[src/rtl/apb_master_bridge_pkg.sv]
// Shared types and defaults for the APB master bridge and its timeout counter.
package apb_mst_pkg;

    typedef enum logic [1:0] {
        IDLE   = 2'd0,
        SETUP  = 2'd1,
        ACCESS = 2'd2
    } apb_mst_state_e;

    localparam int unsigned APB_MST_TIMEOUT_DEFAULT = 256;

    // A disabled timeout still needs a 1-bit counter to keep the port list uniform.
    function automatic int unsigned timeout_cnt_width(input int unsigned cycles);
        return (cycles == 0) ? 1 : $clog2(cycles + 1);
    endfunction

endpackage

[src/rtl/apb_master_bridge_if.sv]
// Core-side request port and APB3 master signals of the bridge, bundled together.
interface apb_master_bridge_if #(
    parameter int unsigned ADDR_WIDTH = 32,
    parameter int unsigned DATA_WIDTH = 32
);

    logic                  req_i;
    logic [ADDR_WIDTH-1:0] addr_i;
    logic                  we_i;
    logic [DATA_WIDTH-1:0] wdata_i;
    logic                  gnt_o;
    logic                  rvalid_o;
    logic [DATA_WIDTH-1:0] rdata_o;
    logic                  err_o;

    logic [ADDR_WIDTH-1:0] paddr_o;
    logic [DATA_WIDTH-1:0] pwdata_o;
    logic                  pwrite_o;
    logic                  psel_o;
    logic                  penable_o;
    logic [DATA_WIDTH-1:0] prdata_i;
    logic                  pready_i;
    logic                  pslverr_i;

    modport master (
        input  req_i, addr_i, we_i, wdata_i,
        input  prdata_i, pready_i, pslverr_i,
        output gnt_o, rvalid_o, rdata_o, err_o,
        output paddr_o, pwdata_o, pwrite_o, psel_o, penable_o
    );

    modport slave (
        output req_i, addr_i, we_i, wdata_i,
        output prdata_i, pready_i, pslverr_i,
        input  gnt_o, rvalid_o, rdata_o, err_o,
        input  paddr_o, pwdata_o, pwrite_o, psel_o, penable_o
    );

endinterface

[src/rtl/apb_master_bridge_timeout_cnt.sv]
// Wait-state counter for the ACCESS phase; flags the last allowed cycle.
module apb_timeout_cnt
    import apb_mst_pkg::*;
#(
    parameter int unsigned TIMEOUT_CYCLES = APB_MST_TIMEOUT_DEFAULT
) (
    input  logic clk,
    input  logic rst_n,
    input  logic i_clr,
    input  logic i_en,
    output logic o_expired
);

    localparam int unsigned   CW   = timeout_cnt_width(TIMEOUT_CYCLES);
    localparam logic [CW-1:0] LAST = (TIMEOUT_CYCLES == 0) ? '0 : CW'(TIMEOUT_CYCLES - 1);

    logic [CW-1:0] r_cnt;

    // Saturates at LAST so a stuck enable can never wrap back to a non-expired value.
    always_ff @(posedge clk) begin
        if (!rst_n) begin
            r_cnt <= '0;
        end else if (i_clr) begin
            r_cnt <= '0;
        end else if (i_en && (r_cnt != LAST)) begin
            r_cnt <= r_cnt + CW'(1);
        end
    end

    assign o_expired = (TIMEOUT_CYCLES != 0) && (r_cnt == LAST);

endmodule

[src/rtl/apb_master_bridge.sv]
// Converts a req/gnt/rvalid core port into APB3 transfers, with a hang-proof access timeout.
//   state  | meaning
//   IDLE   | no transfer; grant follows req
//   SETUP  | psel asserted, address/data phase
//   ACCESS | psel+penable, waiting for pready or timeout
module apb_master_bridge
    import apb_mst_pkg::*;
#(
    parameter int unsigned ADDR_WIDTH     = 32,
    parameter int unsigned DATA_WIDTH     = 32,
    parameter int unsigned TIMEOUT_CYCLES = APB_MST_TIMEOUT_DEFAULT
) (
    input  logic                HCLK,
    input  logic                HRESETn,
    apb_master_bridge_if.master bus
);

    apb_mst_state_e r_state;
    apb_mst_state_e w_next_state;

    logic                  w_gnt;
    logic                  w_psel;
    logic                  w_penable;
    logic                  w_expired;
    logic                  w_cnt_en;
    logic                  w_done_ok;
    logic                  w_done_tmo;

    logic [ADDR_WIDTH-1:0] r_paddr;
    logic [DATA_WIDTH-1:0] r_pwdata;
    logic                  r_pwrite;
    logic                  r_rvalid;
    logic [DATA_WIDTH-1:0] r_rdata;
    logic                  r_err;

    // pready takes priority over a timeout landing in the same cycle.
    assign w_done_ok  = (r_state == ACCESS) && bus.pready_i;
    assign w_done_tmo = (r_state == ACCESS) && !bus.pready_i && w_expired;
    assign w_cnt_en   = (r_state == ACCESS) && !bus.pready_i;

    apb_timeout_cnt #(
        .TIMEOUT_CYCLES (TIMEOUT_CYCLES)
    ) u_timeout_cnt (
        .clk       (HCLK),
        .rst_n     (HRESETn),
        .i_clr     (w_gnt),
        .i_en      (w_cnt_en),
        .o_expired (w_expired)
    );

    always_ff @(posedge HCLK) begin
        if (!HRESETn) begin
            r_state <= IDLE;
        end else begin
            r_state <= w_next_state;
        end
    end

    always_comb begin
        w_next_state = r_state;
        case (r_state)
            IDLE: begin
                if (bus.req_i) begin
                    w_next_state = SETUP;
                end
            end
            SETUP: begin
                w_next_state = ACCESS;
            end
            ACCESS: begin
                if (w_done_ok || w_done_tmo) begin
                    w_next_state = IDLE;
                end
            end
            default: begin
                w_next_state = IDLE;
            end
        endcase
    end

    always_comb begin
        w_gnt     = 1'b0;
        w_psel    = 1'b0;
        w_penable = 1'b0;
        case (r_state)
            IDLE: begin
                w_gnt = bus.req_i;
            end
            SETUP: begin
                w_psel = 1'b1;
            end
            ACCESS: begin
                w_psel    = 1'b1;
                w_penable = 1'b1;
            end
            default: begin
                w_gnt = 1'b0;
            end
        endcase
    end

    // Request fields are captured only on grant, so they stay frozen for the whole transfer.
    always_ff @(posedge HCLK) begin
        if (!HRESETn) begin
            r_paddr  <= '0;
            r_pwdata <= '0;
            r_pwrite <= 1'b0;
            r_rvalid <= 1'b0;
            r_rdata  <= '0;
            r_err    <= 1'b0;
        end else begin
            r_rvalid <= 1'b0;
            if (w_gnt) begin
                r_paddr  <= bus.addr_i;
                r_pwdata <= bus.wdata_i;
                r_pwrite <= bus.we_i;
            end
            if (w_done_ok) begin
                r_rvalid <= 1'b1;
                r_err    <= bus.pslverr_i;
                r_rdata  <= r_pwrite ? '0 : bus.prdata_i;
            end else if (w_done_tmo) begin
                r_rvalid <= 1'b1;
                r_err    <= 1'b1;
                r_rdata  <= '0;
            end
        end
    end

    assign bus.gnt_o     = w_gnt;
    assign bus.psel_o    = w_psel;
    assign bus.penable_o = w_penable;
    assign bus.paddr_o   = r_paddr;
    assign bus.pwdata_o  = r_pwdata;
    assign bus.pwrite_o  = r_pwrite;
    assign bus.rvalid_o  = r_rvalid;
    assign bus.rdata_o   = r_rdata;
    assign bus.err_o     = r_err;

endmodule

[src/flat_wrapper.sv]
// flat-port wrapper written by rule: the top's interface ports become plain ports
module apb_master_bridge_flat import apb_mst_pkg::*;
#(
    parameter int unsigned ADDR_WIDTH     = 32,
    parameter int unsigned DATA_WIDTH     = 32,
    parameter int unsigned TIMEOUT_CYCLES = APB_MST_TIMEOUT_DEFAULT
)
  (HCLK, HRESETn, bus_req_i, bus_addr_i, bus_we_i, bus_wdata_i, bus_prdata_i, bus_pready_i, bus_pslverr_i, bus_gnt_o, bus_rvalid_o, bus_rdata_o, bus_err_o, bus_paddr_o, bus_pwdata_o, bus_pwrite_o, bus_psel_o, bus_penable_o);
  apb_master_bridge_if #(.ADDR_WIDTH(ADDR_WIDTH), .DATA_WIDTH(DATA_WIDTH)) bus_i ();
  input  logic HCLK;
  input  logic HRESETn;
  input wire logic [$bits(bus_i.req_i)-1:0] bus_req_i;
  input wire logic [$bits(bus_i.addr_i)-1:0] bus_addr_i;
  input wire logic [$bits(bus_i.we_i)-1:0] bus_we_i;
  input wire logic [$bits(bus_i.wdata_i)-1:0] bus_wdata_i;
  input wire logic [$bits(bus_i.prdata_i)-1:0] bus_prdata_i;
  input wire logic [$bits(bus_i.pready_i)-1:0] bus_pready_i;
  input wire logic [$bits(bus_i.pslverr_i)-1:0] bus_pslverr_i;
  output wire logic [$bits(bus_i.gnt_o)-1:0] bus_gnt_o;
  output wire logic [$bits(bus_i.rvalid_o)-1:0] bus_rvalid_o;
  output wire logic [$bits(bus_i.rdata_o)-1:0] bus_rdata_o;
  output wire logic [$bits(bus_i.err_o)-1:0] bus_err_o;
  output wire logic [$bits(bus_i.paddr_o)-1:0] bus_paddr_o;
  output wire logic [$bits(bus_i.pwdata_o)-1:0] bus_pwdata_o;
  output wire logic [$bits(bus_i.pwrite_o)-1:0] bus_pwrite_o;
  output wire logic [$bits(bus_i.psel_o)-1:0] bus_psel_o;
  output wire logic [$bits(bus_i.penable_o)-1:0] bus_penable_o;
  assign bus_i.req_i = bus_req_i;
  assign bus_i.addr_i = bus_addr_i;
  assign bus_i.we_i = bus_we_i;
  assign bus_i.wdata_i = bus_wdata_i;
  assign bus_i.prdata_i = bus_prdata_i;
  assign bus_i.pready_i = bus_pready_i;
  assign bus_i.pslverr_i = bus_pslverr_i;
  assign bus_gnt_o = bus_i.gnt_o;
  assign bus_rvalid_o = bus_i.rvalid_o;
  assign bus_rdata_o = bus_i.rdata_o;
  assign bus_err_o = bus_i.err_o;
  assign bus_paddr_o = bus_i.paddr_o;
  assign bus_pwdata_o = bus_i.pwdata_o;
  assign bus_pwrite_o = bus_i.pwrite_o;
  assign bus_psel_o = bus_i.psel_o;
  assign bus_penable_o = bus_i.penable_o;
  apb_master_bridge #(.ADDR_WIDTH(ADDR_WIDTH), .DATA_WIDTH(DATA_WIDTH), .TIMEOUT_CYCLES(TIMEOUT_CYCLES)) u_core (.HCLK(HCLK), .HRESETn(HRESETn), .bus(bus_i));
endmodule
[config.mk]
export PLATFORM = sky130hd
export DESIGN_NAME = apb_master_bridge_flat
export DESIGN_NICKNAME = d
export VERILOG_FILES = /design/src/rtl/apb_master_bridge_pkg.sv /design/src/rtl/apb_master_bridge_if.sv /design/src/rtl/apb_master_bridge_timeout_cnt.sv /design/src/rtl/apb_master_bridge.sv /design/src/flat_wrapper.sv
export SDC_FILE = /design/constraint.sdc
export NUM_CORES = 1
export LEC_CHECK = 0
export ABC_CLOCK_PERIOD_IN_PS = 2590
export BUFFER_PORTS_ARGS = -buffer_cell sky130_fd_sc_hd__buf_2
export CAP_MARGIN = 40
export CORE_ASPECT_RATIO = 0.8
export CORE_MARGIN = 3
export CORE_UTILIZATION = 25
export CTS_CLUSTER_SIZE = 30
export DETAILED_ROUTE_END_ITERATION = 10
export GPL_ROUTABILITY_DRIVEN = 0
export GPL_TIMING_DRIVEN = 0
export SETUP_SLACK_MARGIN = 0.02
export SKIP_CTS_REPAIR_TIMING = 1
export SLEW_MARGIN = 40
export SYNTH_ARGS = -nofsm -noshare
export SYNTH_HDL_FRONTEND = slang
export SYNTH_SLANG_ARGS = --single-unit
[constraint.sdc]
create_clock -name HCLK -period 2.59 [get_ports HCLK]
set_input_delay 0.1295 -clock HCLK [delete_from_list [all_inputs] [get_ports HCLK]]
set_output_delay 0.1295 -clock HCLK [all_outputs]
set_load 0.01 [all_outputs]
==> After elaboration in Yosys (flattened, before gate mapping) <==
Index checks and enable logic that the tools add are counted.
W data, S select, Z words.
{ "op_classes": {"n_eq_ne": 6, "n_div": 0, "magnitude_cmp": 0, "n_mul": 0, "n_reduce_logical": 11, "n_mux": 13, "n_shift": 0, "bitwise": 1, "n_addsub": 1} }
{ "op_table": {"columns": ["cell", "count"], "rows": [
  ["$mux W32", 3],
  ["$add A9 B1 Y9 const B", 1],
  ["$eq A9 B8 Y1 const B", 1],
  ["$ne A9 B8 Y1 const B", 1],
  ["$mux W1", 7],
  ["$pmux W2 S3", 1],
  ["$logic_and A1 B1 Y1", 4],
  ["$mux W2", 2],
  ["$ne A2 B2 Y1 const B", 2],
  ["$reduce_or A2 Y1", 2],
  ["$eq A2 B1 Y1 const B", 1],
  ["$eq A2 B2 Y1 const B", 1],
  ["$logic_not A2 Y1", 1],
  ["$reduce_and A2 Y1", 1],
  ["$reduce_bool A2 Y1", 1],
  ["$logic_not A1 Y1", 1],
  ["$logic_or A1 B1 Y1", 1],
  ["$not A1 Y1", 1]
]} }
{ "totals": {"latch_bits": 0, "mem_bits_rw": 0, "out_inout_bits": 102, "inputBits": 102, "register_bits": 110, "romBits": 0, "n_memories": 0, "word_cells": 40} }

==> Longest topological paths before layout <==
Gate-level depths: netlist (run 1).
{ "depth": {"depth_word": 6, "mapped_depth": 8, "ltp_nobuf": 7} }

==> By module <==
Synthesis (run 1) repeated with hierarchy kept, for this count alone.
{ "unflattened": {"hier_cells": 466, "area_unflattened_um2": 4058.9} }
{ "modules_own_cells": {"columns": ["module", "seq_area_each_um2", "cells_per_inst", "area_per_inst_um2", "instances"], "rows": [
  ["apb_master_bridge", 2021.9, 417, 3617.2, 1],
  ["apb_timeout_cnt", 180.2, 49, 441.7, 1]
]} }

==> Worst setup path before layout (run 1) <==
OpenSTA, ideal clock, no wires.
{ "synth_path": {"path_kind": "register -> register", "from": "reg u_core.u_timeout_cnt.r_cnt[0]", "to": "reg u_core.u_timeout_cnt.r_cnt[6]", "arrival_ns": 1.986, "path_stages_with_launch": 9, "period_less_slack_ns": 2.057, "setup_slack_ns": 0.533, "required_ns": 2.519, "setup_ns": 0.071, "path_cell_list": "dfxtp_1 > ha_1 > nand2_1 > nor3_1 > ha_1 > or3b_1 > buf_2 > or4_1 > a21oi_1"} }
{ "synth_between": {"elab_chain_cells": 2, "word_cells_on_any_way": 3} }
{ "synth_lines": {"columns": ["item", "line", "text"], "rows": [
  ["start, declared", "apb_master_bridge_timeout_cnt.sv:17", "logic [CW-1:0] r_cnt;"],
  ["start signal, assigned", "apb_master_bridge_timeout_cnt.sv:26", "r_cnt <= r_cnt + CW'(1);"],
  ["branches (longest 2 deep; another with $add A9 B1 Y9)", null, null]
]} }
Several ways; the timed one is not identified.
A chain may end at the register's enable or synchronous reset.

==> Worst setup path in the final report (run 1) <==
Same ends and word-level chain as after synthesis.

==> metrics.md, run 1 <==
| Metric | Value |
|---|---|
| Horizontal die dimension | `146 µm` |
| Fraction of the cycle the final worst path needs | `0.858` |
| Worst path cell trace | `ha_1 -> nand2_1 -> nor3_1 -> ha_1 -> or3b_1 -> buf_2 -> or4_1 -> a21oi_1` |
| Synthesized area | `3900 µm²` |
| Power after layout | `3920 µW` |
| Crit path max-delay cell type | `or4_1` |
| Startpoint of the lowest-slack register-to-register path | `u_core.u_timeout_cnt.r_cnt[0]$_SDFFE_PP0P_` |
| Hold/Removal Path Class | `in2reg` |
| Drt wl/cell | `13.1 µm` |
| Num rows | `40` |
| Post-route antenna net violation count | `0` |
| Total buffers and inverters traversed by the critical path | `1` |
| Placeable core area | `15200 µm²` |
| Pre-Repair DR Iteration Count | `5` |
| Most prevalent standard cell on the critical path | `ha_1` |
| Data arrival time of the critical path | `2500 ps` |
| Setup crit start | `u_core.u_timeout_cnt.r_cnt[0]$_SDFFE_PP0P_` |
| Reg2reg setup slack | `370 ps` |
| Worst-Margin Slew | `628 ps` |
| CTS sink count | `110` |
| Final clock skew | `7.42 ps` |
| Final-layout setup total negative slack | `0 ps` |
| Avg Inst Size Synth | `8.35 µm²` |
| Part of the Yosys area used for sequential elements | `0.565` |
| Number of CTS-inserted buffers | `9` |
| Mean number of vias per cell | `4.33` |
| Maximum resistive drop on vdd | `0.546 mV` |
| Worst flop-to-flop path endpoint | `u_core.u_timeout_cnt.r_cnt[6]$_SDFFE_PP0P_` |
| Biggest fanout along the worst timing path | `10` |
| Wirelength, routed | `11800 µm` |
| Via count of the routed design | `3897` |
| Initial Util | `0.257` |
| Layout cell share with drive strength beyond 1 | `0.322` |
| Number of cells on the worst reg-to-reg path | `8` |
| First DRT Iteration DRCs | `161` |
| Via count of the first global-routing pass | `3645` |
| Yosys warning total | `0` |
| Clock insertion delay at the later pin of the skew report | `350 ps` |
| Worst-case headroom to the max-slew limit | `0.579` |
| Detailed placement HPWL | `8800 µm` |
| Number of unique standard cell types used by synthesis | `29` |
| Number of standard cells in the layout, taps in and fillers out | `899` |
| Drc violations | `0` |
| Share of the synthesized area in the top cell type | `0.565` |
| Cell family with the largest share of critical-path delay | `simple AND/OR/NAND/NOR gates` |
| Post-synthesis net count | `575` |
| Crit Path Category | `reg2reg` |
| Worst setup path end | `u_core.u_timeout_cnt.r_cnt[6]$_SDFFE_PP0P_` |
| Power Density | `713 nW/µm²` |
| Level count of the clock H-tree | `3` |
| Top cells by area in the synthesized netlist | `dfxtp_1 56%, nand2_1 13%, a21oi_1 9.5%` |
| Max clock buf depth | `2` |
| Synthesis-to-layout area growth | `41.1%` |
| Run status | `completed` |
| Gate count after technology mapping | `467` |
| Leading area contributor after synthesis | `dfxtp_1` |
| Die ar. | `17100 µm²` |
| Number of filler instances in the final layout | `1630` |
| Endpoint type of the worst setup path | `flip-flop` |
| Required time of the critical path | `2860 ps` |
| Startpoint kind of the worst setup timing path | `flip-flop` |
| Setup repair after global routing missed its margin | `no` |
| Number of antenna violations at the first check in global routing | `0` |
| Placed Cells incl. Taps | `880` |
| Overflow left after global routing | `0` |
| Inserted Diodes | `0` |
| Top Ports | `204` |
| Count of input and output buffers | `203` |
| GRT Util Overall | `0.134` |
| Number of setup violations in the final report | `0` |
| Pin count of the biggest net entering global routing | `20` |
| Vertical die dimension | `118 µm` |
| Minimum period implied by the final worst setup slack | `2220 ps` |
| Post-CTS clock slew at the launch and capture registers of the worst setup and hold paths | `70 ps` |
| Highest attainable clock frequency | `450 MHz` |
| Number of synthesized register bits | `110` |
| Final hold violations | `0` |
| Max-cap violations | `0` |
| Post-layout net count | `792` |
| Leak pwr | `0.00249 µW` |
| Clk Tree Root Cell | `clkbuf_16` |
| Worst stage delay on the critical path | `480 ps` |
| TritonCTS clock tree | `built` |
| First-pass GRT wire length | `18600 µm` |
| Final Max Slew Viols | `0` |
| Number of logic stages on the critical path including buffering | `8` |
sequential cells by signal (all words and copies together), names as in the netlist:
name                        cells
u_core.bus.paddr_o             32
u_core.bus.pwdata_o            32
u_core.bus.rdata_o             32
u_core.u_timeout_cnt.r_cnt      9
u_core.r_state                  2
u_core.bus.err_o                1
u_core.bus.pwrite_o             1
u_core.bus.rvalid_o             1
stage by stage:
stage | util | setup slack, ps | hold slack, ps | instance area [µm²]
detailed placement | 0.342 | 360 | 376 | 5180
finish | 0.363 | 368 | 8.55 | 5500
CTS | 0.361 | 324 | -11.6 | 5470
floorplan | - | 533 | 265 | 3900
global route | 0.363 | 123 | 0.520 | 5500
global placement | 0.342 | 376 | 373 | 5180
Yosys cell counts:
| cell type | n |
|---|---|
| a211oi_1 | 1 |
| dfxtp_1 | 110 |
| buf_1 | 1 |
| o31ai_1 | 3 |
| nand2_1 | 140 |
| nor3b_2 | 1 |
| ha_1 | 6 |
| or4_1 | 3 |
| a21boi_0 | 1 |
| buf_2 | 1 |
| a22oi_1 | 32 |
| or3b_1 | 1 |
| inv_2 | 1 |
| nor3_1 | 1 |
| a21oi_1 | 74 |
| nor2b_1 | 1 |
| clkbuf_1 | 30 |
| o21ai_0 | 4 |
| nor2_1 | 35 |
| nand3_1 | 6 |
| a21o_1 | 1 |
| nand2b_1 | 2 |
| mux2i_1 | 1 |
| xnor2_1 | 1 |
| and3b_1 | 1 |
| o21ai_1 | 1 |
| nor4_1 | 1 |
| or3_1 | 1 |
| inv_1 | 6 |
how the worst min path moves through the flow:
stage,start,end,cells past startpoint
5_1_grt,bus_addr_i[29],u_core.bus.paddr_o[29]$_SDFFE_PN0P_,3
2_1_floorplan,bus_addr_i[0],u_core.bus.paddr_o[0]$_SDFFE_PN0P_,2
3_5_place_dp,bus_wdata_i[17],u_core.bus.pwdata_o[17]$_SDFFE_PN0P_,3
4_1_cts,bus_wdata_i[6],u_core.bus.pwdata_o[6]$_SDFFE_PN0P_,3
3_3_place_gp,bus_wdata_i[13],u_core.bus.pwdata_o[13]$_SDFFE_PN0P_,3
6_report,bus_wdata_i[1],u_core.bus.pwdata_o[1]$_SDFFE_PN0P_,3
layout by cell type, fill, tap and decap left out, drive strengths merged, types with 2 or more instances in the layout:
cell type,Yosys,routed
buf,2,205
dlygate4sd3,0,3
clkbuf,30,40
o31ai,3,3
nand2b,2,2
a21oi,74,74
clkinv,0,2
nand2,140,140
or4,3,3
ha,6,6
o21ai,5,5
inv,7,10
dfxtp,110,110
a22oi,32,32
nor2,35,35
nand3,6,6
power by group:
group	leakage [µW]	total (µW)	switching [µW]	internal, µW
clock network	0.000142	1350	656	697
registers	0.000897	1870	60.4	1810
logic	0.00145	693	426	266
kinds of logic after synthesis:
logic type | synth area share
simple gates | 0.199
mux | 0.00257
buf+inv | 0.0379
fa+ha+maj | 0.0192
xor+xnor | 0.00225
compound gates | 0.175
flops | 0.565
cell type report:
type,instances,area (µm²),area share
Buffer,32,121,0.0221
Clock buffer,10,239,0.0434
Clock inverter,6,53.8,0.00978
Inverter,7,26.3,0.00478
Multi-Input combinational cell,318,1550,0.282
Sequential cell,110,2200,0.400
Tap cell,210,263,0.0478
Timing Repair Buffer,206,1050,0.190
tightest hold or removal path: cells and delay by family:
family                 cells  cell delay [ps]
AO/OA/AOI/OAI              1               50
buffers and inverters      1               90
AND/OR/NAND/NOR            1               40
layer usage:
layer / share of wire / vias up / GRT usage
li1: - / 1988 / -
met1: 0.47 / 1777 / 0.171
met2: 0.45 / 126 / 0.211
met3: 0.078 / 6 / 0.0589
met4: 0.0058 / 0 / 0.0255
met5: 0 / - / 0
Power figures use the tool's default switching activity.
==> run 2, diff against run 1 <==
CTS_BUF_LIST = sky130_fd_sc_hd__clkbuf_16   (was not set)
CTS_CLUSTER_SIZE = not set   (was 30)
==> run 2 against run 1 <==
Against the previous run:
- power down 0.81%
- non-clock buffer count stayed put
- wire length hardly changed
- global-route usage about the same
- setup slack unchanged
- via count rose by 0.23%
- sequential power hardly changed
- core utilization fell by 0.066 points
- combinational power is essentially flat
- clock power hardly changed
- clock-buffer cell count fell by 1
- cell count unchanged
- largest power group unchanged
==> metrics.md, run 2 (same netlist as run 1, synthesis figures left out) <==
| Metric | Value |
|---|---|
| First-pass GRT wire length | `18600 µm` |
| Placeable core area | `15200 µm²` |
| Biggest fanout along the worst timing path | `10` |
| Via count of the first global-routing pass | `3639` |
| Horizontal die dimension | `146 µm` |
| Crit Path Category | `reg2reg` |
| Final-layout setup total negative slack | `0 ps` |
| Synthesis-to-layout area growth | `40.8%` |
| Power after layout | `3890 µW` |
| Most common cell after layout, fill and taps aside | `buf_2` |
| Total area of multi-input combinational cells | `1550 µm²` |
| Fraction of the cycle the final worst path needs | `0.858` |
| Top library cells by usage in the layout, fill and taps aside | `204 x buf_2, 140 x nand2_1, 110 x dfxtp_1` |
| GRT Util Overall | `0.133` |
| Drt wl/cell | `13.1 µm` |
| Max clock buf depth | `2` |
| Setup repair after global routing missed its margin | `no` |
| Post-route antenna net violation count | `0` |
| Number of filler instances in the final layout | `1631` |
| Minimum period implied by the final worst setup slack | `2220 ps` |
| Initial Util | `0.257` |
| Top Ports | `204` |
| Startpoint of the lowest-slack register-to-register path | `u_core.u_timeout_cnt.r_cnt[0]$_SDFFE_PP0P_` |
| Number of setup violations in the final report | `0` |
| Hold/Removal Path Class | `in2reg` |
| Post-layout net count | `792` |
| Placed inst area | `5180 µm²` |
| Num rows | `40` |
| Startpoint kind of the worst setup timing path | `flip-flop` |
| Pin count of the biggest net entering global routing | `20` |
| Leak pwr | `0.00249 µW` |
| Power Density | `708 nW/µm²` |
| Worst hold slack | `10.3 ps` |
| Worst-case headroom to the max-slew limit | `0.579` |
| Post-CTS clock slew at the launch and capture registers of the worst setup and hold paths | `70 ps` |
| Min-Delay Startpoint | `bus_wdata_i[1]` |
| Maximum resistive drop on vdd | `0.528 mV` |
| Final hold violations | `0` |
| Required time of the critical path | `2860 ps` |
| Post-Place Worst Slack | `360 ps` |
| Data arrival time of the critical path | `2500 ps` |
| Worst-Margin Slew | `627 ps` |
| Mean number of vias per cell | `4.34` |
| Pre-Repair DR Iteration Count | `5` |
| First DRT Iteration DRCs | `153` |
| Die ar. | `17100 µm²` |
| Number of cells on the worst reg-to-reg path | `8` |
| Drc violations | `0` |
| Detailed placement HPWL | `8800 µm` |
| Endpoint type of the worst setup path | `flip-flop` |
| Layout cell share with drive strength beyond 1 | `0.321` |
| TritonCTS clock tree | `built` |
| Overflow left after global routing | `0` |
| Inserted Diodes | `0` |
| Count of input and output buffers | `203` |
| Level count of the clock H-tree | `3` |
| Final Max Slew Viols | `0` |
| Reg2reg setup slack | `370 ps` |
| Clk Tree Root Cell | `clkbuf_16` |
| Post-Layout Inst Area | `5490 µm²` |
| Highest attainable clock frequency | `450 MHz` |
| Max-cap violations | `0` |
| Worst hold path endpoint | `u_core.bus.pwdata_o[1]$_SDFFE_PN0P_` |
| Number of CTS-inserted buffers | `9` |
| Wirelength, routed | `11800 µm` |
| Run status | `completed` |
| Via count of the routed design | `3906` |
| Worst flop-to-flop path endpoint | `u_core.u_timeout_cnt.r_cnt[6]$_SDFFE_PP0P_` |
| CTS sink count | `110` |
| Final clock skew | `7.41 ps` |
| Number of antenna violations at the first check in global routing | `0` |
| FF/Latch Area | `2200 µm²` |
| Hold Path Depth | `3` |
| Vertical die dimension | `118 µm` |
| Setup ws final | `368 ps` |
| Clock insertion delay at the later pin of the skew report | `350 ps` |
-- run 2: cell types whose count changed in the layout (fill, tap and decap cells not counted) --
cell      before  now
clkbuf_8       1    0
clkinv_1       0    1
-- run 2: per-layer routing --
| layer | share of wire | up-vias | track usage | routed length (µm) |
|---|---|---|---|---|
| met1 | 0.47 | 1781 | 0.171 | 5500 |
| li1 | - | 1988 | - | - |
| met5 | 0 | - | 0 | 0 |
| met3 | 0.082 | 6 | 0.0589 | 962 |
| met2 | 0.45 | 131 | 0.211 | 5260 |
| met4 | 0.0058 | 0 | 0.0255 | 68 |
-- run 2: critical path, stage by stage, from the launching register on --
cell and delay [ps]:
dfxtp_1 330, ha_1 250, nand2_1 80, nor3_1 50
ha_1 200, or3b_1 420, buf_2 200, or4_1 480
a21oi_1 140
-- run 2: worst max path at each step --
stage / end / cells after the start / slack [ps] / from
6_report: u_core.u_timeout_cnt.r_cnt[6]$_SDFFE_PP0P_ / 8 / 370 / u_core.u_timeout_cnt.r_cnt[0]$_SDFFE_PP0P_
5_1_grt: u_core.bus.pwdata_o[15]$_SDFFE_PN0P_ / 8 / 120 / u_core.r_state[0]$_SDFFE_PN0P_
4_1_cts: u_core.bus.pwdata_o[24]$_SDFFE_PN0P_ / 8 / 320 / u_core.r_state[1]$_SDFFE_PN0P_
3_5_place_dp: u_core.bus.pwdata_o[24]$_SDFFE_PN0P_ / 8 / 360 / u_core.r_state[1]$_SDFFE_PN0P_
3_3_place_gp: u_core.bus.rdata_o[21]$_SDFFE_PN0P_ / 8 / 380 / u_core.u_timeout_cnt.r_cnt[0]$_SDFFE_PP0P_
2_1_floorplan: u_core.u_timeout_cnt.r_cnt[6]$_SDFFE_PP0P_ / 8 / 530 / u_core.u_timeout_cnt.r_cnt[0]$_SDFFE_PP0P_
-- run 2: through the flow --
step	utilization	cells
floorplan	-	467
global placement	0.342	880
detailed placement	0.342	880
CTS	0.360	896
global route	0.362	899
finish	0.362	899
-- run 2: where the power goes --
| part | total (µW) | switching, µW | internal (µW) |
|---|---|---|---|
| Clock | 1320 | 654 | 667 |
| Combinational | 693 | 426 | 266 |
| Sequential | 1870 | 60.1 | 1810 |
| Total | 3890 | 1140 | 2750 |
-- run 2: cell type report --
class,count,share of cell area
buffer,32,0.0221
tap,210,0.0478
clock inverter,7,0.0105
sequential,110,0.401
timing repair buffer,206,0.190
clock buffer,9,0.0410
multi-input combinational,318,0.282
inverter,7,0.00478
==> run 3, diff against run 2 <==
ABC_CLOCK_PERIOD_IN_PS = 2100   (was 2590)
clock period = 2.1 ns   (was 2.59 ns; I/O delays follow)
==> run 3 against run 2 <==
Against the previous run:
- the flow now finishes with violations (negative hold slack)
- final area increased by 9.8%
- die area unchanged
- setup slack worse by 280 ps
- sequential power rose by 24%
- clock skew hardly changed
- power increased by 26%
- flip-flop and latch count unchanged
- cell count increased by 5.5%
- non-clock buffer count is 49 higher
- critical path type unchanged
==> metrics.md, run 3 (same netlist as run 1, synthesis figures left out) <==
| Metric | Value |
|---|---|
| Worst-case headroom to the max-slew limit | `0.628` |
| Overflow left after global routing | `0` |
| Horizontal die dimension | `146 µm` |
| Level count of the clock H-tree | `3` |
| Worst path cell trace | `ha_4 -> nand2_1 -> nor3_1 -> ha_2 -> or3b_4 -> buf_8 -> or4_4 -> a21oi_2` |
| Crit Path Category | `reg2reg` |
| Count of input and output buffers | `203` |
| Final Max Slew Viols | `0` |
| Mean number of vias per cell | `4.37` |
| Clock network fraction of design power | `0.333` |
| Synthesis-to-layout area growth | `54.6%` |
| Biggest fanout along the worst timing path | `7` |
| Top library cells by usage in the layout, fill and taps aside | `203 x buf_2, 140 x nand2_1, 108 x dfxtp_1` |
| Most common cell after layout, fill and taps aside | `buf_2` |
| Register share of total power | `0.473` |
| Placeable core area | `15200 µm²` |
| TritonCTS clock tree | `built` |
| Leak pwr | `0.00274 µW` |
| Endpoint type of the worst setup path | `flip-flop` |
| CTS sink count | `110` |
| Via count of the first global-routing pass | `3639` |
| Combinational share of power | `0.193` |
| Placed inst area | `5180 µm²` |
| Detailed placement HPWL | `8800 µm` |
| Initial Util | `0.257` |
| Clk Tree Root Cell | `clkbuf_16` |
| Number of antenna violations at the first check in global routing | `0` |
| Data arrival time of the critical path | `2290 ps` |
| Top Ports | `204` |
| Startpoint kind of the worst setup timing path | `flip-flop` |
| Violated checks | `negative hold slack` |
| Required time of the critical path | `2380 ps` |
| Placed Cells incl. Taps | `880` |
| Worst stage delay on the critical path | `470 ps` |
| Crit path max-delay cell type | `or4_4` |
| Max clock buf depth | `2` |
| Final clock skew | `7.42 ps` |
| Post-layout net count | `841` |
| Power Density | `810 nW/µm²` |
| Number of setup violations in the final report | `0` |
| Switching power total | `1430 µW` |
| Final hold violations | `4` |
| Via count of the routed design | `4145` |
| GRT Util Overall | `0.133` |
| Total internal power | `3460 µW` |
| Pin count of the biggest net entering global routing | `20` |
| Minimum period implied by the final worst setup slack | `2010 ps` |
| Inserted Diodes | `0` |
| Clock insertion delay at the later pin of the skew report | `350 ps` |
| Number of standard cells in the layout, taps in and fillers out | `948` |
| Fraction of the cycle the final worst path needs | `0.959` |
| Run status | `complete, but fails checks` |
| Drc violations | `0` |
| Max-cap violations | `0` |
| First DRT Iteration DRCs | `168` |
| Number of CTS-inserted buffers | `9` |
| Switching power share of the total | `0.292` |
| Vertical die dimension | `118 µm` |
| Worst-Margin Slew | `559 ps` |
| Drt wl/cell | `13.2 µm` |
| Wirelength, routed | `12500 µm` |
| Maximum resistive drop on vdd | `0.658 mV` |
| First-pass GRT wire length | `18600 µm` |
| Pre-Repair DR Iteration Count | `5` |
| Highest attainable clock frequency | `497 MHz` |
| Post-Layout Inst Area | `6030 µm²` |
| Num rows | `40` |
| Layout cell share with drive strength beyond 1 | `0.332` |
| Post-CTS clock slew at the launch and capture registers of the worst setup and hold paths | `70 ps` |
| Hold/Removal Path Class | `in2reg` |
| Worst hold slack | `-12.7 ps` |
| Final-layout setup total negative slack | `0 ps` |
| Post-route antenna net violation count | `0` |
| Share of the core filled with cells | `0.398` |
| Setup repair after global routing missed its margin | `yes` |
| Die ar. | `17100 µm²` |
==> run 3: changes by cell type in the layout (fill, tap and decap cells not counted), moves of 2 or more <==
cell / before / now
clkbuf_2: 0 / 12
clkbuf_1: 30 / 18
dfxtp_1: 110 / 108
ha_1: 6 / 4
dlygate4sd3_1: 3 / 48
buf_4: 0 / 4
==> run 3: worst paths after layout <==
| check | cells past startpoint | slack (ps) | from | end |
|---|---|---|---|---|
| worst max-delay path | 8 | 90 | u_core.u_timeout_cnt.r_cnt[0]$_SDFFE_PP0P_ | u_core.u_timeout_cnt.r_cnt[6]$_SDFFE_PP0P_ |
| worst min-delay path | 3 | -10 | bus_wdata_i[1] | u_core.bus.pwdata_o[1]$_SDFFE_PN0P_ |
| worst max register to register | 8 | 90 | u_core.u_timeout_cnt.r_cnt[0]$_SDFFE_PP0P_ | u_core.u_timeout_cnt.r_cnt[6]$_SDFFE_PP0P_ |
| worst min register to register | 2 | 450 | u_core.bus.err_o$_SDFFE_PN0P_ | u_core.bus.err_o$_SDFFE_PN0P_ |
==> run 3: power by group through the flow <==
stage	registers [µW]	logic, µW	clock network [µW]
2_1_floorplan	2430	397	0
3_3_place_gp	2350	863	0
3_5_place_dp	2360	864	0
4_1_cts	2310	866	1710
5_1_grt	2330	1050	1790
6_report	2310	945	1630
==> run 3: stage by stage <==
step,power [µW],setup slack [ps]
6_report,4890,86.1
5_1_grt,5180,-44.0
4_1_cts,4890,-166
3_5_place_dp,3220,-130
3_3_place_gp,3220,-114
2_1_floorplan,2820,42.8
==> run 3: worst max-delay path: cells and delay by family (launching register included) <==
family,cells,cell delay (ps)
AND/OR/NAND/NOR,4,980
buffers and inverters,1,140
flip-flops,1,360
adder cells (fa/ha/maj),2,360
AO/OA/AOI/OAI,1,120
==> run 3: final cells by class <==
type                    count  area [µm²]
plain buffers              32         146
clock buffers               9         225
clock inverters             7        57.6
fillers                  1585        9130
inverters                   7        26.3
multi-input cells         318        1580
flip-flops and latches    110        2210
well taps                 210         263
repair buffers            255        1530
==> run 3: routing by layer <==
layer,track usage,share of wire
met3,0.0589,0.064
met2,0.211,0.46
met5,0,0
met4,0.0255,0.0078
met1,0.171,0.46
